$ cat src/rtl/uart_pkg.sv
// -----------------------------------------------------------------------------
// uart_pkg
// Shared types and constants for the UART receive path.
//   uart_rx_state_e  : receiver FSM states
//   UART_DATA_BITS   : default data bits per frame
//   UART_OVERSAMPLE  : default os_tick strobes per bit period
//   uart_cnt_width() : width of the oversample counter for a given OVERSAMPLE
//   uart_majority3() : 2-of-3 vote used when majority sampling is built in
// -----------------------------------------------------------------------------
package uart_pkg;

    typedef enum logic [1:0] {
        IDLE  = 2'd0,
        START = 2'd1,
        DATA  = 2'd2,
        STOP  = 2'd3
    } uart_rx_state_e;

    localparam int UART_DATA_BITS  = 8;
    localparam int UART_OVERSAMPLE = 16;

    // ceil(log2(oversample)), never less than 1 bit.
    function automatic int uart_cnt_width(input int oversample);
        int w;
        w = 1;
        while ((1 << w) < oversample) begin
            w = w + 1;
        end
        return w;
    endfunction

    function automatic logic uart_majority3(input logic a, input logic b, input logic c);
        return (a & b) | (a & c) | (b & c);
    endfunction

endpackage

$ cat src/rtl/uart_rx_sync.sv
// -----------------------------------------------------------------------------
// uart_rx_sync
// Two-flop synchroniser for an asynchronous single-bit input.
//   clk        : destination clock
//   rst_n      : asynchronous active-low reset; both flops load RESET_VAL
//   d_i        : asynchronous input
//   q_o        : synchronised output (two clk cycles of latency)
// Parameter RESET_VAL selects the idle level so a reset does not look like
// an edge on the line.
// -----------------------------------------------------------------------------
module uart_rx_sync #(
    parameter logic RESET_VAL = 1'b1
) (
    input  logic clk,
    input  logic rst_n,
    input  logic d_i,
    output logic q_o
);

    logic meta_q;
    logic sync_q;

    always_ff @(posedge clk or negedge rst_n) begin
        if (!rst_n) begin
            meta_q <= RESET_VAL;
            sync_q <= RESET_VAL;
        end else begin
            meta_q <= d_i;
            sync_q <= meta_q;
        end
    end

    assign q_o = sync_q;

endmodule

$ cat src/rtl/uart_rx.sv
// -----------------------------------------------------------------------------
// uart_rx
// 8N1-style UART receiver (start, DATA_BITS data LSB-first, one stop bit)
// timed by an external oversample strobe, with a one-entry valid/ready
// holding register.
//
// Ports:
//   clk        : system clock, all logic on posedge
//   rst_n      : asynchronous active-low reset
//   os_tick    : one-clk strobe at bit rate x OVERSAMPLE
//   rxd        : serial input, asynchronous, idles high
//   rx_data    : received word, stable while rx_valid is high
//   rx_valid   : word available, held until accepted
//   rx_ready   : consumer accepts the word when rx_valid && rx_ready
//   frame_err  : one-clk pulse, stop bit sampled low (word discarded)
//   rx_overrun : one-clk pulse, frame completed while the holding register
//                was full and not being accepted (new word dropped)
//   rx_busy    : high whenever the FSM is not in IDLE
//
// Build option:
//   UART_RX_MAJORITY_EN : every decision (start validation, data bit, stop
//   bit) becomes a 2-of-3 vote of the synchronised line on the three
//   os_ticks ending at the decision point. Decision timing is unchanged.
//   Undefined: a single sample at the decision point.
// -----------------------------------------------------------------------------
module uart_rx
    import uart_pkg::*;
#(
    parameter int DATA_BITS  = UART_DATA_BITS,
    parameter int OVERSAMPLE = UART_OVERSAMPLE
) (
    input  logic                 clk,
    input  logic                 rst_n,
    input  logic                 os_tick,
    input  logic                 rxd,
    output logic [DATA_BITS-1:0] rx_data,
    output logic                 rx_valid,
    input  logic                 rx_ready,
    output logic                 frame_err,
    output logic                 rx_overrun,
    output logic                 rx_busy
);

    localparam int               CNT_W    = uart_cnt_width(OVERSAMPLE);
    localparam logic [CNT_W-1:0] CNT_MID  = CNT_W'(OVERSAMPLE / 2 - 1);
    localparam logic [CNT_W-1:0] CNT_LAST = CNT_W'(OVERSAMPLE - 1);
    localparam int               IDX_W    = 4;
    localparam logic [IDX_W-1:0] IDX_LAST = IDX_W'(DATA_BITS - 1);

    logic                 rxs;
    logic                 bit_val;

    uart_rx_state_e       state_q;
    logic [CNT_W-1:0]     cnt_q;
    logic [IDX_W-1:0]     bit_idx_q;
    logic [DATA_BITS-1:0] shift_q;
    logic [DATA_BITS-1:0] rx_data_q;
    logic                 rx_valid_q;
    logic                 frame_err_q;
    logic                 rx_overrun_q;
    logic                 rx_busy_q;

    uart_rx_sync #(
        .RESET_VAL (1'b1)
    ) u_sync (
        .clk   (clk),
        .rst_n (rst_n),
        .d_i   (rxd),
        .q_o   (rxs)
    );

`ifdef UART_RX_MAJORITY_EN
    // The two previous os_tick samples of rxs. Every decision point sits at
    // least two ticks into its state, so both history bits always belong to
    // the bit being decided.
    logic [1:0] hist_q;
    logic [1:0] hist_d;

    assign hist_d = {hist_q[0], rxs};

    always_ff @(posedge clk or negedge rst_n) begin
        if (!rst_n) begin
            hist_q <= 2'b11;
        end else if (os_tick) begin
            hist_q <= hist_d;
        end
    end

    assign bit_val = uart_majority3(hist_q[1], hist_q[0], rxs);
`else
    assign bit_val = rxs;
`endif

    always_ff @(posedge clk or negedge rst_n) begin
        if (!rst_n) begin
            state_q      <= IDLE;
            cnt_q        <= '0;
            bit_idx_q    <= '0;
            shift_q      <= '0;
            rx_data_q    <= '0;
            rx_valid_q   <= 1'b0;
            frame_err_q  <= 1'b0;
            rx_overrun_q <= 1'b0;
            rx_busy_q    <= 1'b0;
        end else begin
            frame_err_q  <= 1'b0;
            rx_overrun_q <= 1'b0;

            // Accept clears the holding register; a completing frame below
            // may override this and reload it in the same cycle.
            if (rx_valid_q && rx_ready) begin
                rx_valid_q <= 1'b0;
            end

            if (os_tick) begin
                unique case (state_q)
                    IDLE: begin
                        if (!rxs) begin
                            state_q   <= START;
                            cnt_q     <= '0;
                            rx_busy_q <= 1'b1;
                        end
                    end

                    START: begin
                        if (cnt_q == CNT_MID) begin
                            cnt_q     <= '0;
                            bit_idx_q <= '0;
                            if (!bit_val) begin
                                state_q <= DATA;
                            end else begin
                                // Line went back high: treat as noise.
                                state_q   <= IDLE;
                                rx_busy_q <= 1'b0;
                            end
                        end else begin
                            cnt_q <= cnt_q + 1'b1;
                        end
                    end

                    DATA: begin
                        if (cnt_q == CNT_LAST) begin
                            cnt_q     <= '0;
                            // Shift right so the first (LSB) bit ends in bit 0.
                            shift_q   <= {bit_val, shift_q[DATA_BITS-1:1]};
                            bit_idx_q <= bit_idx_q + 1'b1;
                            if (bit_idx_q == IDX_LAST) begin
                                state_q <= STOP;
                            end
                        end else begin
                            cnt_q <= cnt_q + 1'b1;
                        end
                    end

                    STOP: begin
                        if (cnt_q == CNT_LAST) begin
                            // Return to IDLE in the middle of the stop bit so
                            // a back-to-back start edge is caught on time.
                            cnt_q     <= '0;
                            state_q   <= IDLE;
                            rx_busy_q <= 1'b0;
                            if (bit_val) begin
                                if (!rx_valid_q || rx_ready) begin
                                    rx_data_q  <= shift_q;
                                    rx_valid_q <= 1'b1;
                                end else begin
                                    rx_overrun_q <= 1'b1;
                                end
                            end else begin
                                frame_err_q <= 1'b1;
                            end
                        end else begin
                            cnt_q <= cnt_q + 1'b1;
                        end
                    end

                    default: begin
                        state_q   <= IDLE;
                        cnt_q     <= '0;
                        rx_busy_q <= 1'b0;
                    end
                endcase
            end
        end
    end

    assign rx_data    = rx_data_q;
    assign rx_valid   = rx_valid_q;
    assign frame_err  = frame_err_q;
    assign rx_overrun = rx_overrun_q;
    assign rx_busy    = rx_busy_q;

endmodule

$ cat config.mk
export PLATFORM = sky130hd
export DESIGN_NAME = uart_rx
export DESIGN_NICKNAME = d
export VERILOG_FILES = /design/src/rtl/uart_pkg.sv /design/src/rtl/uart_rx_sync.sv /design/src/rtl/uart_rx.sv
export SDC_FILE = /design/constraint.sdc
export NUM_CORES = 1
export LEC_CHECK = 0
export BUFFER_PORTS_ARGS = -buffer_cell sky130_fd_sc_hd__buf_2
export CAP_MARGIN = 20
export CORE_ASPECT_RATIO = 1.1
export CORE_MARGIN = 5
export CORE_UTILIZATION = 51
export DETAILED_ROUTE_END_ITERATION = 8
export GPL_TIMING_DRIVEN = 0
export PLACE_DENSITY = 0.74
export SYNTH_ARGS = -nofsm -noshare
export SYNTH_HDL_FRONTEND = slang
export SYNTH_SLANG_ARGS = --single-unit
$ cat constraint.sdc
create_clock -name clk -period 1.92 [get_ports clk]
set_clock_uncertainty 0.1 [all_clocks]
set_input_delay 0.192 -clock clk [delete_from_list [all_inputs] [get_ports clk]]
set_output_delay 0.192 -clock clk [all_outputs]
set_load 0.02 [all_outputs]
==> results_dict.tcl, run 1 <==
set metrics [dict create \
    status "completed" \
    cts_max_path_buffers 2 \
    synth_cell_type_count 41 \
    core.rowCount 20 \
    hold_start "rx_ready" \
    synth_commonest_cells "dfrtp_1, mux2_2, o21ai_0" \
    clock_latency_ps 330 \
    final_util_pct 61.6 \
    pwr_density_cell_nw_per_um2 1070 \
    numClockSinks 32 \
    netlist_instances 116 \
    worst_pin_slew_ps 686 \
    antenna-diode-count 0 \
    core_sq_um 2780 \
    die_h_um 66.5 \
    start_util_pct 53.2 \
    synth_top_area_cell "dfrtp_1" \
    max_freq_mhz 564 \
    cp_max_fo 8 \
    drive_gt1_share_pct 41.8 \
    detail_route.wl_per_cell_um 15.2 \
    drv_cap 0 \
    synth_edf_count 0 \
    place_hpwl_um 1860 \
    async_flop_share_pct 100 \
    synth_top_family_by_area "simple AND/OR/NAND/NOR gates" \
    io_pins 17 \
    place.gp.congestion 0.778 \
    cts_buffers 5 \
    drt_first_iter_violations 33 \
    setup_viol 0 \
    grt_antenna_before_repair 0 \
    synth.mux.area_fraction_pct 14.3 \
    max_stage_delay_ps 600 \
    period_needed_ps 1770 \
    synth-compound-area-share_pct 11.0 \
    synth_flop_cell "dfrtp_1" \
    port_buffers 15 \
    hold_viol 0 \
    finalCritPeriodShare_pct 92.3 \
    die_area_sq_um 4080 \
    cts_tree "done" \
    reg2reg_from "u_sync.q_o" \
    rsz0062_at_grt "false" \
    crit_chain "inv_1 > nor4_4 > buf_4 > mux2_2" \
    cts_max_level 2 \
    grt_pass1_vias 1112 \
    synthAdderAreaFrac_pct 1.69 \
    drtPass1Iterations 4 \
    grt_usage_pct 16.9 \
    grt_max_degree 33 \
    slew_headroom_pct 54.3 \
    worstSetupStartpointType "flip-flop" \
    cts_root_buffer "clkbuf_4" \
    drc 0 \
    fillCellCount 227 \
    hold_path_class "input port to flip-flop" \
    synth_nets 123 \
    worstPathRequired_ps 2050 \
    synthSimpleGateAreaFrac_pct 15.1 \
    ys_ff_latch 32 \
    ys_seq_area_share_pct 54.3 \
    final_nets 147 \
    end_kind "flip-flop" \
    setup_tns_ps 0 \
    clk_pin_slew_worst_paths_ps 100 \
    ir_drop_mv 0.710 \
    ys_top_cells_by_area "dfrtp_1, mux2_2, dfstp_2, a22o_1, ha_1" \
    netlist_area_sq_um 1480 \
    crit_start "u_sync.q_o" \
    finalWirelength_um 2640 \
    setup_ws_ps 148 \
    vias 989 \
    place_ws_ps -188 \
    slowest_stage "dfstp_2" \
    syn_to_final_growth_pct 15.7 \
    synth_area_per_cell_sq_um 12.7 \
    ant_nets 0 \
    critPathKind "flip-flop to flip-flop" \
    p_leak_nw 0.835 \
    yosysMostFrequentCell "dfrtp_1" \
    grt_first_pass_wirelength_um 5000 \
    ys_warn_count 0 \
    via_per_inst 5.68 \
    slew_violations 0 \
    die_x_um 61.3 \
    grt-ovfl-total 0 \
    synth_top_cell_area_share_pct 50.8 \
    synthXorXnorAreaFrac_pct 0.592 \
    crit_arrival_ps 1900 \
]
## worst max-delay path: cells and delay by family, from the launching register on
kind	cells	cell delay, ps
flops	1	600
mux	1	350
buf+inv	2	340
simple gates	1	270
## cells in the final DEF (no fill, tap or decap), types with 2 or more instances in the layout
cell type / synthesis / layout
a22o_1: 3 / 3
buf_4: 1 / 2
inv_1: 2 / 2
nand2b_1: 2 / 2
and2b_2: 2 / 2
nor2_1: 4 / 4
and3_1: 3 / 3
a211oi_1: 2 / 2
dfstp_2: 2 / 2
dfrtp_1: 30 / 30
nor3_1: 2 / 2
mux2_2: 17 / 17
mux2i_1: 2 / 2
o21ai_0: 5 / 5
nand3_1: 2 / 2
buf_2: 2 / 16
a31o_2: 2 / 2
o21a_1: 2 / 2
dlygate4sd3_1: 0 / 2
or2_2: 2 / 2
clkbuf_4: 0 / 5
nand2_1: 4 / 4
a21o_1: 2 / 2
a31oi_1: 2 / 2
nand3b_1: 2 / 2
## path summary, 6_finish.rpt
check                               end  cells after the start  slack (ps)
hold / removal                 rx_valid                      3         210
hold reg to reg              u_sync.q_o                      0         260
min in group asynchronous      cnt_q[1]                      2         320
setup reg to reg             rx_data[4]                      4         150
setup / recovery             rx_data[4]                      4         150
max in group asynchronous  bit_idx_q[2]                      2         950
## kinds of logic after synthesis
family,Yosys count
compound gates,22
xor+xnor,1
fa+ha+maj,2
buf+inv,8
flops,32
mux,19
simple gates,32
## metrics by stage
stage	cells	total power, W	cell area [sq um]	hold WS, ps
2_1_floorplan	116	0.00121	1480	-204
3_3_place_gp	164	0.00130	1600	169
3_5_place_dp	164	0.00132	1600	178
4_1_cts	175	0.00184	1710	188
5_1_grt	174	0.00197	1710	207
6_report	174	0.00184	1710	205
## state kept, by name (all words and copies together), names as in the netlist, named ones only
register	flops
u_sync.q_o	1
rx_busy	1
frame_err	1
state_q	1
bit_idx_q	4
u_sync.meta_q	1
rx_data	8
cnt_q	4
rx_overrun	1
shift_q	8
rx_valid	1
## area by class of cell
class / count / area (sq um) / area share [%]
clock buffers: 5 / 37.5 / 2.19
repair buffers: 18 / 103 / 6.00
plain buffers: 5 / 32.5 / 1.90
well taps: 33 / 41.3 / 2.41
clock inverters: 3 / 42.5 / 2.49
inverters: 2 / 7.51 / 0.439
multi-input cells: 76 / 643 / 37.6
flip-flops and latches: 32 / 803 / 47.0
## per-layer routing
metal | wire length [um] | global-route usage (%)
met5 | 0 | 0
met4 | 79 | 7.43
met3 | 91 | 5.43
met2 | 1280 | 26.1
met1 | 1190 | 21.3
## where the power goes
group	internal, W	switching [W]	total [W]
sequential	0.000751	0.0000647	0.000816
clock	0.000271	0.000240	0.000511
combinational	0.000238	0.000273	0.000511
## repair_timing
action,CTS,global route
resized for setup,1,1
pin swaps,1,0
endpoints found under the hold margin,31,0
hold buffers,2,0
buffers inserted,1,0
endpoints found under the setup margin,15,7
Note: power is estimated with default switching activity, not from simulation.
==> inputs of run 2 (changes only) <==
SYNTH_HIERARCHICAL = 1   (was not set)
==> results_dict.tcl, run 2 <==
set metrics [dict create \
    cp_max_fo 8 \
    hold_path_class "input port to flip-flop" \
    final_area_sq_um 1690 \
    final_util_pct 60.9 \
    critPathKind "flip-flop to flip-flop" \
    synth_commonest_cells "dfrtp_1, mux2_2, o21ai_0" \
    hold_ws_ps 30.5 \
    start_util_pct 52.9 \
    cts_max_level 2 \
    ys_warn_count 6 \
    synth_area_per_cell_sq_um 11.8 \
    die_area_sq_um 4050 \
    crit_arrival_ps 1930 \
    place_area_sq_um 1590 \
    ys_seq_area_share_pct 54.7 \
    place.gp.congestion 0.841 \
    synth_nets 132 \
    grt_usage_pct 15.1 \
    drt_first_iter_violations 27 \
    crit_chain "ha_2 > nand4_4 > and3b_1 > buf_4 > mux2_2" \
    setup_tns_ps 0 \
    core.rowCount 20 \
    clk_pin_slew_worst_paths_ps 100 \
    ys_top_cells_by_area "dfrtp_1, mux2_2, dfstp_2, o21ai_0, nand2_1" \
    drv_cap 0 \
    netlist_instances 125 \
    hold_viol 0 \
    cts_root_buffer "clkbuf_4" \
    drive_gt1_share_pct 34.4 \
    max_freq_mhz 554 \
    synth_top_cell_area_share_pct 51.1 \
    cts_max_path_buffers 2 \
    p_leak_nw 0.804 \
    cts_buffers 5 \
    slowest_stage "dfrtp_1" \
    layout_commonest_cell "dfrtp_1" \
    async_flop_share_pct 100 \
    worstPathRequired_ps 2050 \
    synth_cell_type_count 36 \
    final_nets 157 \
    netlist_area_sq_um 1470 \
    die_x_um 61.2 \
    worstSetupStartpointType "flip-flop" \
    die_h_um 66.3 \
    syn_to_final_growth_pct 15.2 \
    ys_ff_latch 32 \
    cts_tree "done" \
    max_stage_delay_ps 400 \
    worst_pin_slew_ps 686 \
    cts_setup_buffers 0 \
    grt_max_degree 33 \
    ir_drop_mv 0.769 \
    finalWirelength_um 2650 \
    grt_antenna_before_repair 0 \
    slew_violations 0 \
    grt-ovfl-total 0 \
    ant_nets 0 \
    synth_edf_count 0 \
    drtPass1Iterations 4 \
    detail_route.wl_per_cell_um 14.4 \
    final_cell_mix "dfrtp_1, buf_2, mux2_2, o21ai_0, nand2_1" \
    io_pins 17 \
    p_total_w 0.00180 \
    slew_headroom_pct 54.2 \
    drc 0 \
    via_per_inst 5.58 \
    status "completed" \
    end_kind "flip-flop" \
    clock_latency_ps 340 \
    yosysMostFrequentCell "dfrtp_1" \
    pwr_density_cell_nw_per_um2 1060 \
    core_sq_um 2780 \
    synth_top_area_cell "dfrtp_1" \
    port_buffers 16 \
    period_needed_ps 1810 \
    antenna-diode-count 0 \
    grt_first_pass_wirelength_um 4420 \
    grt_pass1_vias 1033 \
    synth_flop_cell "dfrtp_1" \
    setup_viol 0 \
    vias 1027 \
    finalCritPeriodShare_pct 94.1 \
    place_hpwl_um 1850 \
    numClockSinks 32 \
]
-- run 2: worst paths after layout --
path	cells past startpoint	to	from	slack [ps]
max in group asynchronous	2	shift_q[5]	rst_n	960
max	5	rx_data[7]	cnt_q[0]	110
min reg2reg	0	u_sync/q_o	u_sync/meta_q	260
min in group asynchronous	2	shift_q[6]	rst_n	330
min	3	rx_overrun	rx_ready	30
max reg2reg	5	rx_data[7]	cnt_q[0]	110
-- run 2: per-stage QoR --
stage | cells | setup WS (ps)
2_1_floorplan | 125 | 203
3_3_place_gp | 174 | 87.7
3_5_place_dp | 174 | 58.2
4_1_cts | 184 | 36.0
5_1_grt | 184 | -1.95
6_report | 184 | 113
-- run 2: logic make-up (layout without fill, tap and decap cells) --
| kind of cell | Yosys count | count (layout) | synth area share, % |
|---|---|---|---|
| xor+xnor | 1 | 1 | 0.596 |
| simple gates | 35 | 35 | 13.7 |
| mux | 18 | 18 | 13.6 |
| buf+inv | 10 | 36 | 3.15 |
| flops | 32 | 32 | 54.7 |
| compound gates | 27 | 27 | 12.5 |
| fa+ha+maj | 2 | 2 | 1.70 |
-- run 2: where the power goes --
part	total, W	internal [W]	switching, W
Clock	0.000509	0.000271	0.000238
Combinational	0.000501	0.000190	0.000311
Sequential	0.000786	0.000746	0.0000399
-- run 2: layer usage --
layer,up-vias,GRT usage [%],wire length [um]
met1,495,16.6,1140
li1,505,-,-
met5,-,0,0
met3,8,5.27,120
met4,0,8.13,78
met2,19,24.9,1310
-- run 2: what timing repair did --
item,in CTS,in global routing
endpoints found under the hold margin,31,0
gates resized for setup,0,1
endpoints found under the setup margin,0,8
hold buffers,2,0
-- run 2: layout make-up --
cell class                 instances  area, sq um
timing repair buffer              18          100
tap                               33         41.3
fill                             231         1080
multi-input combinational         83          622
buffer                             7         35.0
sequential                        32          803
inverter                           3         11.3
clock buffer                       5         37.5
clock inverter                     3         42.5
-- run 2: critical path, delay by kind of cell (launching register included) --
kind	cells	cell delay, ps
muxes	1	340
and+or+nand+nor	2	410
buffers and inverters	1	160
DFF	1	400
adders and majority gates	1	280
